<file path="src/rtl/fifo_rd_ctrl_gray2bin.sv">
// Gray-to-binary converter: each binary bit is the XOR of all Gray bits at or above it.
module gray2bin #(
    parameter int WIDTH = 4
) (
    input  logic [WIDTH-1:0] gray,
    output logic [WIDTH-1:0] bin
);

    for (genvar i = 0; i < WIDTH; i++) begin : g_bit
        assign bin[i] = ^gray[WIDTH-1:i];
    end

endmodule

</file>
<file path="src/rtl/fifo_rd_ctrl.sv">
// Read-side controller of an async FIFO: Gray read pointer, registered empty
// flag and occupancy, and a single registered output stage with valid/ready.
module fifo_rd_ctrl #(
    parameter int FIFO_WIDTH = 8,
    parameter int PTR_WIDTH  = 4
) (
    input  logic                  rclk,
    input  logic                  r_rst,
    input  logic [PTR_WIDTH-1:0]  rq2_wptr,
    input  logic [FIFO_WIDTH-1:0] rdata,
    input  logic                  out_ready,
    output logic [PTR_WIDTH-2:0]  raddr,
    output logic [PTR_WIDTH-1:0]  rptr,
    output logic                  rempty,
    output logic [FIFO_WIDTH-1:0] out_data,
    output logic                  out_valid,
    output logic [PTR_WIDTH-1:0]  rcount
);

    logic [PTR_WIDTH-1:0]  rbin_q, rbin_d;
    logic [PTR_WIDTH-1:0]  rptr_q, rgray_d;
    logic                  rempty_q, rempty_d;
    logic [FIFO_WIDTH-1:0] out_data_q, out_data_d;
    logic                  out_valid_q, out_valid_d;
    logic [PTR_WIDTH-1:0]  rcount_q, rcount_d;
    logic [PTR_WIDTH-1:0]  wbin;
    logic                  pop;

    gray2bin #(
        .WIDTH (PTR_WIDTH)
    ) u_wptr_g2b (
        .gray (rq2_wptr),
        .bin  (wbin)
    );

    // A word leaves memory only when the output register is free or being drained.
    assign pop = !rempty_q && (!out_valid_q || out_ready);

    always_comb begin
        rbin_d      = rbin_q + {{(PTR_WIDTH-1){1'b0}}, pop};
        rgray_d     = (rbin_d >> 1) ^ rbin_d;
        // Compare against the post-pop pointer so a same-cycle pop and write
        // pointer update neither fakes data nor hides a word.
        rempty_d    = (rgray_d == rq2_wptr);
        rcount_d    = wbin - rbin_d;
        out_data_d  = out_data_q;
        out_valid_d = out_valid_q;
        if (pop) begin
            out_data_d  = rdata;
            out_valid_d = 1'b1;
        end else if (out_valid_q && out_ready) begin
            out_valid_d = 1'b0;
        end
    end

    always_ff @(posedge rclk or posedge r_rst) begin
        if (r_rst) begin
            rbin_q      <= '0;
            rptr_q      <= '0;
            rempty_q    <= 1'b1;
            out_data_q  <= '0;
            out_valid_q <= 1'b0;
            rcount_q    <= '0;
        end else begin
            rbin_q      <= rbin_d;
            rptr_q      <= rgray_d;
            rempty_q    <= rempty_d;
            out_data_q  <= out_data_d;
            out_valid_q <= out_valid_d;
            rcount_q    <= rcount_d;
        end
    end

    assign raddr     = rbin_q[PTR_WIDTH-2:0];
    assign rptr      = rptr_q;
    assign rempty    = rempty_q;
    assign out_data  = out_data_q;
    assign out_valid = out_valid_q;
    assign rcount    = rcount_q;

endmodule

</file>
<file path="config.mk">
export PLATFORM = sky130hd
export DESIGN_NAME = fifo_rd_ctrl
export DESIGN_NICKNAME = d
export VERILOG_FILES = /design/src/rtl/fifo_rd_ctrl_gray2bin.sv /design/src/rtl/fifo_rd_ctrl.sv
export SDC_FILE = /design/constraint.sdc
export NUM_CORES = 1
export LEC_CHECK = 0
export CAP_MARGIN = 20
export CORE_MARGIN = 2
export CORE_UTILIZATION = 43
export CTS_CLUSTER_SIZE = 8
export DETAILED_ROUTE_END_ITERATION = 10
export PLACE_DENSITY = 0.83
export SYNTH_ARGS = -nofsm -noshare
export SYNTH_HDL_FRONTEND = slang
export SYNTH_HIERARCHICAL = 1
export SYNTH_SLANG_ARGS = --single-unit
</file>
<file path="constraint.sdc">
create_clock -name rclk -period 3.04 [get_ports rclk]
set_clock_uncertainty 0.1 [all_clocks]
set_input_delay 0.456 -clock rclk [delete_from_list [all_inputs] [get_ports rclk]]
set_output_delay 0.456 -clock rclk [all_outputs]
set_load 0.005 [all_outputs]
</file>
# Word level (Yosys, flattened, before mapping)
# Cells that the tools add are included.
[totals] reg_bits=22 input_bits=15 output_inout_bits=21 elab_cells=21
[classes] addsub=2 eq_ne=1 muxes=2 bitwise=1 reduce_logical=9
[op_table] cell="4-bit by 1-bit adder with 4-bit output" count=1
[op_table] cell="4-bit == test" count=1
[op_table] cell="4-bit XOR reduction" count=1
[op_table] cell="4-bit subtractor" count=1
[op_table] cell="3-bit by 4-bit XOR with 4-bit output" count=1
[op_table] cell="3-bit XOR reduction" count=1
[op_table] cell="1-bit logical AND" count=2
[op_table] cell="1-bit logical NOT" count=2
[op_table] cell="1-bit two-way mux" count=2
[op_table] cell="2-bit nonzero test" count=1
[op_table] cell="2-bit XOR reduction" count=1
[op_table] cell="1-bit logical OR" count=1

# Longest topological paths before layout
# Gate-level depths: netlist of run 1.
[depth] word_depth=6 mapped_depth=8

# Cells and area by module
# Netlist of run 1, hierarchy kept.
[by_module_without_submodules] mod="fifo_rd_ctrl" instances=1 cells_each=69 area_per_inst_um2=933.4
[by_module_without_submodules] mod="gray2bin" instances=1 cells_each=5 area_per_inst_um2=50.0

# Worst setup path after synthesis of run 1
# Ideal clock, no wire load.
[synth_path] kind="input port to flip-flop" startpoint="input port out_ready" endpoint="register rempty_q (netlist: rempty)" arrival_time_ns=2.198 required_time_ns=2.859 path_slack_ns=0.661 path_stages=8 cell_sequence="inv_1 -> a21oi_2 -> ha_1 -> ha_1 -> xor2_2 -> xor2_1 -> or3_1 -> a211oi_2"
[synth_via] elab_chain_len=5
[synth_lines] item="start: declaration" line="fifo_rd_ctrl.sv:11" source="input logic out_ready,"
[synth_lines] item="1-bit logical OR" line="fifo_rd_ctrl.sv:37" source="assign pop = !rempty_q && (!out_valid_q || out_ready);"
[synth_lines] item="1-bit logical AND" line="fifo_rd_ctrl.sv:37"
[synth_lines] item="4-bit by 1-bit adder with 4-bit output" line="fifo_rd_ctrl.sv:40" source="rbin_d = rbin_q + {{(PTR_WIDTH-1){1'b0}}, pop};"
[synth_lines] item="via rbin_d[2]" line="fifo_rd_ctrl.sv:20" source="logic [PTR_WIDTH-1:0] rbin_q, rbin_d;"
[synth_lines] item="3-bit by 4-bit XOR with 4-bit output" line="fifo_rd_ctrl.sv:41" source="rgray_d = (rbin_d >> 1) ^ rbin_d;"
[synth_lines] item="4-bit == test" line="fifo_rd_ctrl.sv:44" source="rempty_d = (rgray_d == rq2_wptr);"
[synth_lines] item="via rempty_d" line="fifo_rd_ctrl.sv:22" source="logic rempty_q, rempty_d;"
[synth_lines] item="end signal: assignment" line="fifo_rd_ctrl.sv:67" source="rempty_q <= rempty_d;"
[synth_lines] item="end: declaration" line="fifo_rd_ctrl.sv:22"
# The timed path passes the listed nets, and every way through them passes these cells.
# A chain may end at the register's enable or synchronous reset.

# Worst setup path after layout of run 1
# Same ends and word-level chain as after synthesis.

==> impl_metrics.env, run 1 <==
export IMPL_outcome="finished, final reports clean"
export IMPL_num_vias=666
export IMPL_rr_worst_depth=7
export IMPL_reg2reg_to="rempty"
export IMPL_dp_hpwl_um=1390
export IMPL_internal_power_w=0.000830
export IMPL_drv_slew=0
export IMPL_async_reset_ff_share_pct=100
export IMPL_syn_mean_instance_area_um2=13.3
export IMPL_rrSetupSlack_ns=0.80
export IMPL_cp_arrival_ns=2.55
export IMPL_worstReg2RegStart="rempty"
export IMPL_synth_distinct_cells=18
export IMPL_p_comb_share_pct=54.3
export IMPL_max_slew_worst_pin_slew_ns=0.760
export IMPL_rsz0062_at_grt="no"
export IMPL_hp_start="rempty"
export IMPL_drtAntennaViolNets=0
export IMPL_switching_share_pct=34.6
export IMPL_die_w_um=51.8
export IMPL_final_layout_size_suffix_gt1_share_pct=15.9
export IMPL_synth_edf_count=0
export IMPL_clk_pin_slew_ns=0.12
export IMPL_cts_root_buf="clkbuf_4"
export IMPL_boundaryPins=36
export IMPL_setup_viol=0
export IMPL_min_period_ns=2.42
export IMPL_min_to="out_valid"
export IMPL_first_iter_violations=7
export IMPL_place_congestion=0.778
export IMPL_yosysTopAreaCell="dfrtp_1"
export IMPL_cts_max_level=1
export IMPL_hold_viol=0
export IMPL_portBuffers=35
export IMPL_die_area_mm2=0.00269
export IMPL_coreArea_mm2=0.00219
export IMPL_avgRoutedWirePerCell_um=12.5
export IMPL_startpoint_type="primary input"
export IMPL_ir_drop_v=0.000513
export IMPL_synth_cell_area_um2=983
export IMPL_synth_area_leaders="dfrtp_1 51%, mux2_2 9.2%, xnor2_1 8.9%"
export IMPL_area_growth_pct=42.0
export IMPL_synthCells=74
export IMPL_clk_latency_ns=0.30
export IMPL_setup_tns_ns=0
export IMPL_firstDrtPassIters=2
export IMPL_ys_seq_area_share_pct=53.6
export IMPL_power_frac_clock_pct=10.3
export IMPL_cts_resized=0
export IMPL_grt_total_usage_pct=14.5
export IMPL_grt_overflow=0
export IMPL_synth_main_ff_cell="dfrtp_1"
export IMPL_grt_pass1_vias=634
export IMPL_cts_sinks=21
export IMPL_power_net_switching_w=0.000438
export IMPL_yosysMostFrequentCell="dfrtp_1"
export IMPL_p_leak_nw=0.602
export IMPL_pwr_density_cell_mw_per_mm2=908
export IMPL_synth_seq_cells=21
export IMPL_cts_made_buffers=3
export IMPL_wirelength_um=1760
export IMPL_ctsHoldBuffers=0
export IMPL_maxCapViolCount=0
export IMPL_synth_nets=94
export IMPL_finalCritPeriodShare_pct=79.6
export IMPL_clockBufferDepth=2
export IMPL_pwr_share_seq_pct=35.4
export IMPL_grt_max_degree=22
export IMPL_hold_depth=1
export IMPL_setup_worst_path_class="primary input to flop"
export IMPL_power_w=0.00127
export IMPL_nets=134
export IMPL_die_y_um=51.8
export IMPL_ys_warn_count=6
export IMPL_cp_max_fo=5
export IMPL_hold_path_class="flop to flop"
export IMPL_post_cts_setup_buffer_count=0
export IMPL_grt_pass1_wl_um=2680
export IMPL_via_per_inst=4.72
export IMPL_relSlewSlack_pct=49.3
export IMPL_yosysTopAreaCellShare_pct=50.9
export IMPL_num_rows=17
export IMPL_max_freq_mhz=413
export IMPL_cp_data_required_time_ns=3.17
export IMPL_yosys_top_cells_count="20 x dfrtp_1, 10 x xnor2_1, 9 x inv_1, 8 x mux2_2, 8 x xor2_1"
export IMPL_initial_core_util_pct=44.9
export IMPL_route_detailed_drc=0
export IMPL_antenna_found_initial=0
export IMPL_diodes=0
export IMPL_cts_tree="built"
export IMPL_end_kind="flop"
[final cells by class]
| type | count | area (µm²) |
|---|---|---|
| Fill cell | 175 | 795 |
| Sequential cell | 21 | 527 |
| Multi-Input combinational cell | 43 | 415 |
| Timing Repair Buffer | 36 | 358 |
| Tap cell | 28 | 35.0 |
| Inverter | 9 | 33.8 |
| Clock buffer | 3 | 22.5 |
| Clock inverter | 1 | 5.00 |
[flip-flops by register name, summed over array words and instances, names as in the netlist]
| signal | cells |
|---|---|
| out_data | 8 |
| rbin_q | 4 |
| rptr | 3 |
| out_valid | 1 |
| rcount | 4 |
| rempty | 1 |
[power groups by stage]
stage	registers [W]	logic [W]	clock network (W)
2_1_floorplan	0.000461	0.000389	0
3_3_place_gp	0.000453	0.000677	0
3_5_place_dp	0.000457	0.000697	0
4_1_cts	0.000451	0.000701	0.000136
5_1_grt	0.000461	0.000752	0.000151
6_report	0.000449	0.000689	0.000130
[cells in the final DEF, fill, tap and decap left out]
| master | n |
|---|---|
| a22oi_1 | 1 |
| xnor2_1 | 10 |
| clkbuf_4 | 3 |
| clkdlybuf4s50_1 | 35 |
| xor2_2 | 2 |
| dfrtp_1 | 20 |
| nand3_1 | 2 |
| a21oi_1 | 1 |
| ha_1 | 5 |
| o21ai_0 | 1 |
| mux2_2 | 8 |
| inv_1 | 9 |
| a211oi_2 | 1 |
| buf_4 | 1 |
| maj3_1 | 1 |
| xor2_1 | 8 |
| clkinv_2 | 1 |
| a21oi_2 | 1 |
| dfstp_2 | 1 |
| or3_1 | 1 |
| a21boi_0 | 1 |
[worst max-delay path, cell delays in order]
cell and delay, ns:
clkdlybuf4s50_1 0.48, inv_1 0.05, a21oi_2 0.13, ha_1 0.16, ha_1 0.22, xor2_2 0.30, xor2_1 0.13, or3_1 0.38
a211oi_2 0.24
[layer usage]
layer	vias up	global-route usage, %	wire [µm]
li1	315	-	-
met1	322	14.6	679
met2	27	26.6	936
met3	2	3.74	130
met4	0	7.89	13
met5	-	0	0
[worst max path at each step]
stage | slack (ns) | to | startpoint
2_1_floorplan | 0.66 | rempty | out_ready
3_3_place_gp | 0.39 | rcount[3] | out_ready
3_5_place_dp | 0.31 | rempty | out_ready
4_1_cts | 0.62 | rempty | out_ready
5_1_grt | 0.51 | rempty | out_ready
6_report | 0.62 | rempty | out_ready
[stage by stage]
step                      hold WS (ns)  util [%]  instances  worst slack, ns  area (µm²)
after floorplan                  0.332         -         74            0.661         983
after global placement           0.364      62.5        137            0.390        1370
after detailed placement         0.370      62.5        137            0.309        1370
after CTS                        0.398      63.7        141            0.621        1400
after global routing             0.420      63.7        141            0.513        1400
final                            0.399      63.7        141            0.620        1400
[cells by family after synthesis]
group | count (synthesis) | synth area share [%]
DFF | 21 | 53.6
xor gates and xnor gates | 20 | 19.3
buffers and inverters | 10 | 4.20
muxes | 8 | 9.16
AOI/OAI and AO/OA | 6 | 4.71
adders and majority gates | 6 | 7.38
and+or+nand+nor | 3 | 1.65
(Power assumes the default switching activity.)
==> inputs of run 2 (changes only) <==
clock period = 2.5 ns   (was 3.04 ns; I/O delays follow)
==> impl_metrics.env, run 2 (same netlist as run 1, synthesis figures left out) <==
export IMPL_num_vias=680
export IMPL_clockBufferDepth=2
export IMPL_cts_made_buffers=3
export IMPL_first_iter_violations=3
export IMPL_finalCritPeriodShare_pct=87.2
export IMPL_crit_slowest_cell="clkdlybuf4s50_1"
export IMPL_max_slew_worst_pin_slew_ns=0.776
export IMPL_worstReg2RegStart="rempty"
export IMPL_drtAntennaViolNets=0
export IMPL_cp_startpoint="out_ready"
export IMPL_min_period_ns=2.18
export IMPL_coreArea_mm2=0.00219
export IMPL_relSlewSlack_pct=48.2
export IMPL_num_rows=17
export IMPL_p_comb_share_pct=57.0
export IMPL_die_w_um=51.8
export IMPL_power_w=0.00165
export IMPL_diodes=0
export IMPL_nets=143
export IMPL_place_area_mm2=0.00144
export IMPL_regArea_um2=527
export IMPL_firstDrtPassIters=4
export IMPL_cts_resized=0
export IMPL_power_net_switching_w=0.000553
export IMPL_cts_max_level=1
export IMPL_setup_tns_ns=0
export IMPL_fillers=168
export IMPL_clk_pin_slew_ns=0.12
export IMPL_wirelength_um=1860
export IMPL_die_y_um=51.8
export IMPL_switching_share_pct=33.5
export IMPL_largest_register_ffs=8
export IMPL_grt_overflow=0
export IMPL_cp_data_required_time_ns=2.64
export IMPL_grt_pass1_wl_um=3080
export IMPL_final_cell_mix="35 x clkdlybuf4s50_1, 20 x dfrtp_1, 10 x xnor2_1, 10 x buf_4, 9 x inv_1"
export IMPL_power_frac_clock_pct=9.8
export IMPL_via_per_inst=4.53
export IMPL_outcome="finished, final reports clean"
export IMPL_hold_path_class="primary input to async pin"
export IMPL_maxCapViolCount=0
export IMPL_layout_commonest_cell="clkdlybuf4s50_1"
export IMPL_post_cts_setup_buffer_count=0
export IMPL_ctsHoldBuffers=0
export IMPL_design_area_mm2=0.00146
export IMPL_boundaryPins=36
export IMPL_ir_drop_v=0.000606
export IMPL_cp_max_fo=2
export IMPL_p_leak_nw=0.643
export IMPL_end_kind="flop"
export IMPL_cts_sinks=21
export IMPL_avgRoutedWirePerCell_um=12.4
export IMPL_initial_core_util_pct=44.9
export IMPL_dp_hpwl_um=1490
export IMPL_pwr_density_cell_mw_per_mm2=1130
export IMPL_max_freq_mhz=459
export IMPL_dp_worst_setup_slack_ns=-0.0155
export IMPL_grt_pass1_vias=694
export IMPL_hold_viol=0
export IMPL_cts_tree="built"
export IMPL_clk_latency_ns=0.31
export IMPL_internal_power_w=0.00110
export IMPL_cts_root_buf="clkbuf_4"
export IMPL_fin_util_pct=66.8
export IMPL_pwr_share_seq_pct=33.1
export IMPL_grt_max_degree=22
export IMPL_drv_slew=0
export IMPL_route_detailed_drc=0
export IMPL_setup_worst_path_class="primary input to flop"
export IMPL_startpoint_type="primary input"
export IMPL_cp_arrival_ns=2.32
export IMPL_portBuffers=35
export IMPL_place_congestion=0.846
export IMPL_worstPathCellList="clkdlybuf4s50_1 > inv_1 > a21oi_2 > ha_1 > ha_1 > xor2_2 > xor2_1 > or3_1 > a211oi_2"
export IMPL_final_layout_size_suffix_gt1_share_pct=21.3
export IMPL_cpPeakStageDelay_ns=0.47
export IMPL_rsz0062_at_grt="no"
export IMPL_antenna_found_initial=0
export IMPL_multi_input_area_um2=415
export IMPL_fin_ws_ns=0.320
export IMPL_setup_viol=0
export IMPL_crit_top_cell="ha_1"
export IMPL_grt_total_usage_pct=16.2
export IMPL_area_growth_pct=48.7
export IMPL_die_area_mm2=0.00269
## run 2: cell count changes in the layout (fill, tap and decap cells not counted)
cell / change
buf_4: +9
clkbuf_1: +1
clkinv_2: -1
## run 2: per-stage QoR
step                      instances  hold slack [ns]
after global routing            150            0.427
after floorplan                  74            0.251
final                           150            0.397
after global placement          146            0.359
after CTS                       150            0.397
after detailed placement        146            0.367
## run 2: layout make-up
type | instances | share of cell area [%]
clock buffer | 4 | 1.80
inverter | 9 | 2.31
multi-input combinational | 43 | 28.4
sequential | 21 | 36.0
tap | 28 | 2.40
timing repair buffer | 45 | 29.1
## run 2: power by group through the flow
stage	registers, W	clock network, W	logic [W]
finish	0.000548	0.000162	0.000942
global placement	0.000552	0	0.000932
CTS	0.000549	0.000166	0.000961
floorplan	0.000561	0	0.000473
detailed placement	0.000557	0	0.000959
global route	0.000565	0.000182	0.00104
## run 2: routing by layer
metal | vias to the layer above | wire length, µm | share of wire, % | GRT usage, %
met5 | - | 0 | 0 | 0
met4 | 0 | 43 | 2.3 | 9.21
met3 | 5 | 131 | 7.1 | 3.45
met2 | 30 | 906 | 49 | 26.4
met1 | 309 | 776 | 42 | 19.7
li1 | 336 | - | - | -
## run 2: worst paths after layout
| kind | slack (ns) | cells after the start | endpoint |
|---|---|---|---|
| min reg2reg | 0.40 | 1 | out_valid |
| min in group rclk | 0.40 | 1 | out_valid |
| max | 0.32 | 9 | rempty |
| max in group asynchronous | 1.41 | 2 | rcount[2] |
| min | 0.40 | 2 | rbin_q[0] |
| max reg2reg | 0.38 | 7 | rcount[3] |
## run 2: critical path, delay by kind of cell
kind                       cells  cell delay, ns
buffers and inverters          2            0.52
AOI/OAI and AO/OA              2            0.37
adders and majority gates      2            0.37
and+or+nand+nor                1            0.37
xor gates and xnor gates       2            0.32
